[config.mk]
export PLATFORM = sky130hd
export DESIGN_NAME = regfile_wb_arbiter
export DESIGN_NICKNAME = d
export VERILOG_FILES = /design/src/rtl/regfile_pkg.sv /design/src/rtl/wb_fifo.sv /design/src/rtl/regfile_wb_arbiter.sv
export SDC_FILE = /design/constraint.sdc
export NUM_CORES = 1
export LEC_CHECK = 0
export CAP_MARGIN = 20
export CORE_UTILIZATION = 35
export CTS_CLUSTER_DIAMETER = 60
export DETAILED_ROUTE_END_ITERATION = 10
export PLACE_DENSITY = 0.65
export RECOVER_POWER = 100
export SLEW_MARGIN = 20
export SYNTH_ARGS = -nofsm -noshare
export SYNTH_HDL_FRONTEND = slang
export SYNTH_SLANG_ARGS = --single-unit
[constraint.sdc]
create_clock -name Clk -period 7 [get_ports Clk]
set_input_delay 0.7 -clock Clk [delete_from_list [all_inputs] [get_ports Clk]]
set_output_delay 0.7 -clock Clk [all_outputs]
set_load 0.03 [all_outputs]
[src/rtl/regfile_pkg.sv]
// Shared types and sizes for the register-file writeback path.
package regfile_pkg;

    localparam int REG_W  = 32;
    localparam int ADDR_W = 5;
    localparam int NREG   = 32;

    typedef enum logic {
        SRC_ALU = 1'b0,
        SRC_MEM = 1'b1
    } wb_src_t;

    typedef struct packed {
        logic [ADDR_W-1:0] wr;
        logic [REG_W-1:0]  d;
    } wb_req_t;

endpackage

[src/rtl/wb_fifo.sv]
// Small power-of-two FIFO holding pending writebacks for one producer.
module wb_fifo #(
    parameter int DEPTH = 2,
    parameter int WIDTH = 37
) (
    input  logic             clk,
    input  logic             rst,
    input  logic             push,
    input  logic [WIDTH-1:0] push_data,
    input  logic             pop,
    output logic [WIDTH-1:0] head,
    output logic             empty,
    output logic             full
);

    localparam int PTR_W = $clog2(DEPTH);
    localparam int CNT_W = $clog2(DEPTH + 1);

    logic [WIDTH-1:0] slots [DEPTH];
    logic [PTR_W-1:0] rd_ptr;
    logic [PTR_W-1:0] wr_ptr;
    logic [CNT_W-1:0] count;
    logic             do_push;
    logic             do_pop;

    assign empty   = (count == '0);
    assign full    = (count == CNT_W'(DEPTH));
    assign head    = slots[rd_ptr];
    assign do_pop  = pop && !empty;
    // A full queue refuses a push even if its head pops on the same edge.
    assign do_push = push && !full;

    always_ff @(posedge clk) begin
        if (rst) begin
            rd_ptr <= '0;
            wr_ptr <= '0;
            count  <= '0;
        end else begin
            if (do_push) begin
                wr_ptr <= wr_ptr + PTR_W'(1);
            end
            if (do_pop) begin
                rd_ptr <= rd_ptr + PTR_W'(1);
            end
            if (do_push && !do_pop) begin
                count <= count + CNT_W'(1);
            end else if (do_pop && !do_push) begin
                count <= count - CNT_W'(1);
            end
        end
    end

    always_ff @(posedge clk) begin
        if (do_push) begin
            slots[wr_ptr] <= push_data;
        end
    end

endmodule

[src/rtl/regfile_wb_arbiter.sv]
// Round-robin scheduler of ALU/load writebacks onto the single register-file write port,
// with a per-register pending-write scoreboard. Define REGFILE_WB_FWD_EN for write-port forwarding outputs.
module regfile_wb_arbiter
    import regfile_pkg::*;
#(
    parameter int DEPTH = 2
) (
    input  logic              Clk,
    input  logic              Rst,
    input  logic              alu_valid,
    output logic              alu_ready,
    input  logic [ADDR_W-1:0] alu_wr,
    input  logic [REG_W-1:0]  alu_d,
    input  logic              mem_valid,
    output logic              mem_ready,
    input  logic [ADDR_W-1:0] mem_wr,
    input  logic [REG_W-1:0]  mem_d,
    input  logic              hold,
`ifdef REGFILE_WB_FWD_EN
    input  logic [ADDR_W-1:0] Ra,
    input  logic [ADDR_W-1:0] Rb,
    output logic              fwd_a,
    output logic              fwd_b,
    output logic [REG_W-1:0]  fwd_d,
`endif
    output logic              We,
    output logic [ADDR_W-1:0] Wr,
    output logic [REG_W-1:0]  D,
    output logic [NREG-1:0]   busy
);

    localparam int               CNT_W  = $clog2(2 * DEPTH + 1);
    localparam logic [CNT_W:0]   SB_ONE = (CNT_W + 1)'(1);
    localparam logic [CNT_W:0]   SB_MAX = (CNT_W + 1)'(2 * DEPTH);

    wb_req_t          alu_in;
    wb_req_t          mem_in;
    wb_req_t          alu_head;
    wb_req_t          mem_head;
    logic             alu_full;
    logic             alu_empty;
    logic             mem_full;
    logic             mem_empty;
    logic             alu_acc;
    logic             mem_acc;
    logic             alu_push;
    logic             mem_push;
    logic             grant_alu;
    logic             grant_mem;
    wb_src_t          last_grant;
    logic [CNT_W-1:0] sb_cnt  [NREG];
    logic [CNT_W:0]   sb_next [NREG];

    assign alu_in = '{wr: alu_wr, d: alu_d};
    assign mem_in = '{wr: mem_wr, d: mem_d};

    assign alu_ready = !Rst && !alu_full;
    assign mem_ready = !Rst && !mem_full;
    assign alu_acc   = alu_valid && alu_ready;
    assign mem_acc   = mem_valid && mem_ready;
    // Writes to r0 are swallowed at the door: no queue slot, no scoreboard entry.
    assign alu_push  = alu_acc && (alu_wr != '0);
    assign mem_push  = mem_acc && (mem_wr != '0);

    wb_fifo #(
        .DEPTH (DEPTH),
        .WIDTH ($bits(wb_req_t))
    ) u_alu_fifo (
        .clk       (Clk),
        .rst       (Rst),
        .push      (alu_push),
        .push_data (alu_in),
        .pop       (grant_alu),
        .head      (alu_head),
        .empty     (alu_empty),
        .full      (alu_full)
    );

    wb_fifo #(
        .DEPTH (DEPTH),
        .WIDTH ($bits(wb_req_t))
    ) u_mem_fifo (
        .clk       (Clk),
        .rst       (Rst),
        .push      (mem_push),
        .push_data (mem_in),
        .pop       (grant_mem),
        .head      (mem_head),
        .empty     (mem_empty),
        .full      (mem_full)
    );

    // Round-robin: with both heads present, the source not granted last time wins.
    always_comb begin
        grant_alu = 1'b0;
        grant_mem = 1'b0;
        if (!Rst && !hold) begin
            if (!alu_empty && (mem_empty || last_grant == SRC_MEM)) begin
                grant_alu = 1'b1;
            end else if (!mem_empty) begin
                grant_mem = 1'b1;
            end
        end
    end

    always_ff @(posedge Clk) begin
        if (Rst) begin
            last_grant <= SRC_MEM;
        end else if (grant_alu) begin
            last_grant <= SRC_ALU;
        end else if (grant_mem) begin
            last_grant <= SRC_MEM;
        end
    end

    always_comb begin
        We = 1'b0;
        Wr = '0;
        D  = '0;
        if (grant_alu) begin
            We = 1'b1;
            Wr = alu_head.wr;
            D  = alu_head.d;
        end else if (grant_mem) begin
            We = 1'b1;
            Wr = mem_head.wr;
            D  = mem_head.d;
        end
    end

    // One extra bit on the next value lets the overflow/underflow check see wraparound.
    always_comb begin
        for (int i = 0; i < NREG; i++) begin
            sb_next[i] = {1'b0, sb_cnt[i]};
            if (alu_push && alu_wr == ADDR_W'(i)) begin
                sb_next[i] = sb_next[i] + SB_ONE;
            end
            if (mem_push && mem_wr == ADDR_W'(i)) begin
                sb_next[i] = sb_next[i] + SB_ONE;
            end
            if (We && Wr == ADDR_W'(i)) begin
                sb_next[i] = sb_next[i] - SB_ONE;
            end
        end
    end

    always_ff @(posedge Clk) begin
        if (Rst) begin
            for (int i = 0; i < NREG; i++) begin
                sb_cnt[i] <= '0;
            end
        end else begin
            for (int i = 0; i < NREG; i++) begin
                sb_cnt[i] <= sb_next[i][CNT_W-1:0];
                assert (sb_next[i] <= SB_MAX);
            end
        end
    end

    always_comb begin
        busy = '0;
        if (!Rst) begin
            for (int i = 0; i < NREG; i++) begin
                busy[i] = (sb_cnt[i] != '0);
            end
        end
    end

`ifdef REGFILE_WB_FWD_EN
    assign fwd_a = We && (Wr == Ra) && (Wr != '0);
    assign fwd_b = We && (Wr == Rb) && (Wr != '0);
    assign fwd_d = D;
`endif

endmodule

---- After elaboration in Yosys (flattened, before gate mapping) ----
Memories as Yosys holds them, arrays and structs flattened. A register that Yosys moved wholly into a read port is not among the register bits.
Index checks and enable logic that the tools add are counted.
word-level totals
  input port bits ......................... 79
  logic and storage cells ................. 563
  register bits after elaboration ......... 9
  output and inout bits ................... 72
  memories ................................ 3
  RAM bits ................................ 244
operators by class
  add/sub/neg operators ................... 104
  eq/ne operators ......................... 95
  bitwise operators ....................... 32
  reduce and logical (&&, ||, !) cells .... 165
  mux-type cells .......................... 157
memory list
  name              depth  width  rd ports  clocked after Yosys merged registers in  write ports  line                      source
  sb_cnt            32     3      32        0                                        32           regfile_wb_arbiter.sv:51  logic [CNT_W-1:0] sb_cnt [NREG];
  u_alu_fifo.slots  2      37     1         1                                        1            wb_fifo.sv:19             logic [WIDTH-1:0] slots [DEPTH];
  u_mem_fifo.slots  2      37     1         1                                        1            wb_fifo.sv:19
operators by type and width
  operator                                                                number
  3-bit 2-to-1 mux                                                        128
  5-bit equality test (second input constant)                             48
  3-bit by 1-bit adder with 3-bit output (second input constant)          64
  5-bit by 4-bit equality test with 1-bit output (second input constant)  24
  1-bit logical AND                                                       112
  32-bit 2-to-1 mux                                                       3
  3-bit nonzero test                                                      32
  3-bit by 1-bit subtractor with 3-bit output (second input constant)     32
  5-bit by 3-bit equality test with 1-bit output (second input constant)  12
  1-bit bitwise OR                                                        32
  5-bit by 2-bit equality test with 1-bit output (second input constant)  6
  1-bit 2-to-1 mux                                                        20
  5-bit by 1-bit equality test with 1-bit output (second input constant)  3
  5-bit zero test                                                         3
  1-bit zero test                                                         10
  5-bit 2-to-1 mux                                                        2
  5-bit nonzero test                                                      2
  2-bit 2-to-1 mux                                                        4
  2-bit nonzero test                                                      3
  1-bit adder (second input constant)                                     4
  2-bit by 1-bit adder with 2-bit output (second input constant)          2
  2-bit equality test (second input constant)                             2
  2-bit zero test                                                         2
  2-bit by 1-bit subtractor with 2-bit output (second input constant)     2
  1-bit logical OR                                                        1

---- Logic depth before layout (Yosys ltp) ----
  depth after elaboration ................. 12
  gate-level depth with buffers ........... 14
  depth with buffers taken out ............ 12

---- Hierarchy ----
From an unflattened synthesis, not the netlist that was laid out.
unflattened totals
  cell total of the unflattened synthesis .. 1582
  area, all modules ....................... 16585.9 µm²
by module, submodules not included
  module              instances  area an instance (µm²)  cells each
  regfile_wb_arbiter  1          10817.9                 1302
  wb_fifo             2          2884.0                  140

---- Worst setup path before layout ----
Ideal clock, no wire load.
  path type ............................... input to register
  start point ............................. in Rst
  end point ............................... mem u_mem_fifo.slots[0][0] (enable)
  arrival ................................. 4.945 ns
  stages .................................. 5
  library setup time ...................... 0.524 ns
  required time ........................... 6.476 ns
  path slack .............................. 1.531 ns
  path through ............................ buf_2 nand2b_1 buf_2 buf_1 nor4_1
between the ends
  longest elaborated chain between the ends .. 7
ends and longest elaborated chain
  item                                    line                      source
  start: declaration                      regfile_wb_arbiter.sv:9   input logic Rst,
  1-bit zero test                         --
  1-bit logical AND                       regfile_wb_arbiter.sv:58  assign mem_ready = !Rst && !mem_full;
  1-bit logical AND                       regfile_wb_arbiter.sv:60  assign mem_acc = mem_valid && mem_ready;
  1-bit logical AND                       regfile_wb_arbiter.sv:63  assign mem_push = mem_acc && (mem_wr != '0);
  1-bit logical AND                       wb_fifo.sv:31             assign do_push = push && !full;
  1-bit 2-to-1 mux                        wb_fifo.sv:54             if (do_push) begin
  1-bit 2-to-1 mux (not written as such)  wb_fifo.sv:55             slots[wr_ptr] <= push_data;
  end: declaration                        wb_fifo.sv:19
No other way between the ends.

---- Final worst setup path ----
  start point ............................. in hold
  end point ............................... out Wr[1]
between the ends
  longest elaborated chain between the ends .. 5
  elaborated cells on any way between the ends .. 6
  those cells by class .................... mux (4); reduce/logical (2)
ends and longest elaborated chain
  item                   line                       source
  start: declaration     regfile_wb_arbiter.sv:18   input logic hold,
  1-bit zero test (*)    regfile_wb_arbiter.sv:97   if (!Rst && !hold) begin
  1-bit logical AND (*)  regfile_wb_arbiter.sv:97
  1-bit 2-to-1 mux       regfile_wb_arbiter.sv:97
  5-bit 2-to-1 mux       regfile_wb_arbiter.sv:124  end else if (grant_mem) begin
  5-bit 2-to-1 mux (*)   regfile_wb_arbiter.sv:120  if (grant_alu) begin
  end: declaration       regfile_wb_arbiter.sv:27   output logic [ADDR_W-1:0] Wr,
Every way passes the cells marked *; elsewhere a longest branch is shown, timed or not.

==> metrics.md <==
| Metric | Value |
|---|---|
| Run status | `finished with violations` |
| Failing checks | `max-capacitance violations, max-slew violations` |
| Total CTS buffers | `34` |
| Yosys Warn Count | `0` |
| Worst Skew | `20.3 ps` |
| I/O Buffers | `150` |
| Share of cells above drive strength 1 | `8.37%` |
| Sequential element share of the synthesized area | `42.1%` |
| Final Max Tran Viols | `260` |
| First-pass GRT wire length | `61700 µm` |
| Clock Latency Late Sink | `530 ps` |
| Syn Area/Cell | `10.7 µm²` |
| WL final | `39600 µm` |
| Maxcap violations | `6` |
| Setup TNS Final | `0 ps` |
| Fill count | `4272` |
| Setup Fix Bufs, Post-CTS | `0` |
| Min-Delay Path Class | `register to register` |
| Sink Count | `255` |
| Area contributors post-synth | `edfxtp_1 (28%), dfxtp_1 (14%), ha_1 (10%)` |
| Die Area | `45600 µm²` |
| DR vias | `11400` |
| TritonCTS clock tree | `done` |
| Setup violators final | `0` |
| Clock root cell | `clkbuf_16` |
| Tmin final | `5500 ps` |
| Final hold viol count | `0` |
| NumNets Final | `1795` |
| Commonest cells in the netlist | `edfxtp_1 (148), ha_1 (128), dfxtp_1 (107), inv_1 (107), nor2_1 (100)` |
| Max Freq | `182 MHz` |
| Layout area overhead | `19.7%` |
| Main synth FF type | `edfxtp_1` |
| CP Class | `primary input to primary output` |
| Synth unique cells | `66` |
| Startpoint type of the worst setup path | `primary input` |
| Clk slew on worst S/H paths | `60 ps` |
| Multi-input logic area | `8190 µm²` |
| Antenna Violating Nets Remaining | `0` |
| Critical Path RT | `6300 ps` |
| Gate Count Post-Synth | `1466` |
| Avg WL per Cell | `18.0 µm` |
| DRC Markers | `0` |
| Via/cell ratio | `5.19` |
| Most frequent cell after synthesis | `edfxtp_1` |
| RD Place Congestion | `0.826` |
| Worst-Margin Slew | `2740 ps` |
| Initial antenna violation count | `2` |
| Die width | `213 µm` |
| Post-DP HPWL | `27300 µm` |
| Crit Reg-Reg Startpoint | `u_mem_fifo.count[0]` |
| Grt total ovfl | `0` |
| Worst Path Arrival | `4800 ps` |
| Starting DRT DRC Count | `601` |
| Initial core utilization | `35.5%` |
| Rows | `77` |
| Post-CTS Hold Buffers | `0` |
| Yosys top cell area share | `28.4%` |
| Die height | `213 µm` |
| Leak Pwr | `7.21 nW` |
| Largest net degree at the start of global routing | `62` |
| EDFF count, synth | `148` |
| Peak VDD IR | `0.167 mV` |
| CTS max path bufs | `3` |
| Slew headroom | `-82.7%` |
| Post-synthesis async set-or-reset flop share | `0%` |
| CORE AREA | `44100 µm²` |
| Endpoint type of the worst setup path | `primary output` |
| Period utilization | `78.6%` |
| RSZ-0062 raised after global routing | `no` |
| Post-cts resize count | `0` |
| Cell taking the most area after synthesis | `edfxtp_1` |
| Power density cells | `220 nW/µm²` |
| Synthesized net count | `1673` |
| Beginning of the worst hold path | `u_mem_fifo.rd_ptr` |
| WHS | `511 ps` |
| Vias in the first global route | `11300` |
| Register bit total from synthesis | `255` |
| Worst reg-to-reg setup slack | `2350 ps` |
| Sequential cell area | `6590 µm²` |
| Clock H-tree levels | `2` |
| I/O pins | `151` |
| Tot GR Track Use | `17.5%` |
| Post-Syn Area | `15600 µm²` |
| Drt pass-1 iters | `5` |
| CP Launch Point | `hold` |
| Critical Path Fanout Max | `47` |
[per-layer routing]
layer	track usage (%)	vias to the layer above	part of all wire (%)
met5	0	-	0.025
met4	6.40	2	2.8
met3	2.71	66	5.1
met2	30.0	284	48
met1	22.2	5601	44
li1	-	5492	-
[registers in the layout, summed over array words and instances, names as in the netlist, named ones only]
| name | count |
|---|---|
| u_mem_fifo.wr_ptr | 1 |
| u_mem_fifo.rd_ptr | 1 |
| u_alu_fifo.slots | 74 |
| last_grant | 1 |
| sb_cnt | 96 |
| u_alu_fifo.count | 2 |
| u_mem_fifo.count | 2 |
| u_alu_fifo.wr_ptr | 1 |
| u_mem_fifo.slots | 74 |
| u_alu_fifo.rd_ptr | 1 |
[area by class of cell]
class,instances,share of cell area (%)
Sequential cell,255,35.2
Tap cell,592,3.95
Clock buffer,47,4.91
Antenna cell,1,0.0134
Clock inverter,14,1.35
Multi-Input combinational cell,1019,43.7
Timing Repair Buffer,169,8.68
Inverter,109,2.18
[kinds of logic after synthesis]
family          synth area share, %
compound gates                 6.92
xor+xnor                       11.5
fa+ha+maj                      10.2
buf+inv                        5.03
flops                          42.1
mux                            8.60
simple gates                   15.6
[path summary, 6_finish.rpt]
kind	end	cells after the start
worst min-delay path	register	2
worst max register to register	sb_cnt[1][14]	9
worst max-delay path	Wr[1]	7
worst min register to register	register	2
[through the flow]
stage | instances | util [%] | setup WS, ps | power [mW] | instance area (µm²)
2_1_floorplan | 1466 | - | 1530 | 2.13 | 15600
3_3_place_gp | 2144 | 40.1 | 2560 | 2.36 | 17700
3_5_place_dp | 2144 | 40.1 | 2520 | 2.37 | 17700
4_1_cts | 2205 | 42.7 | 2510 | 4.19 | 18800
5_1_grt | 2206 | 42.4 | 1190 | 4.27 | 18700
6_report | 2206 | 42.4 | 1500 | 4.12 | 18700
[worst max-delay path: stages]
cell             delay (ps)
clkdlybuf4s50_1         470
or2_0                   170
nor3_1                  110
inv_1                  1290
o21ba_1                1290
inv_2                    90
clkdlybuf4s50_1         650
[power by group]
part / total (mW) / internal (mW) / switching (mW) / leakage, nW
Combinational: 0.621 / 0.218 / 0.403 / 4.44
Clock: 1.81 / 1.12 / 0.688 / 0.555
Sequential: 1.69 / 1.66 / 0.0301 / 2.22
Total: 4.12 / 3.00 / 1.12 / 7.21
[cells in the final DEF (no fill, tap or decap), types with 7 or more instances in the layout]
cell type          n
edfxtp_1         148
dlygate4sd3_1    142
ha_1             128
inv_1            108
dfxtp_1          105
nor2_1           101
mux2i_1           94
xnor2_1           92
nand3_1           90
nand2_1           59
a21oi_1           52
o22ai_1           49
nand4_1           44
nand2b_1          34
clkbuf_16         34
xnor3_1           31
mux2_2            29
xor2_1            23
o21ai_0           22
nor3_1            17
buf_4             16
clkbuf_1          15
nor4_1            14
and3_1            13
or3_1             12
or2_2             10
nor2b_1            9
nand3b_1           9
a21o_1             8
nor4_2             7
mux2_1             7
clkdlybuf4s50_1    7
Note: power is estimated with default switching activity, not from simulation.
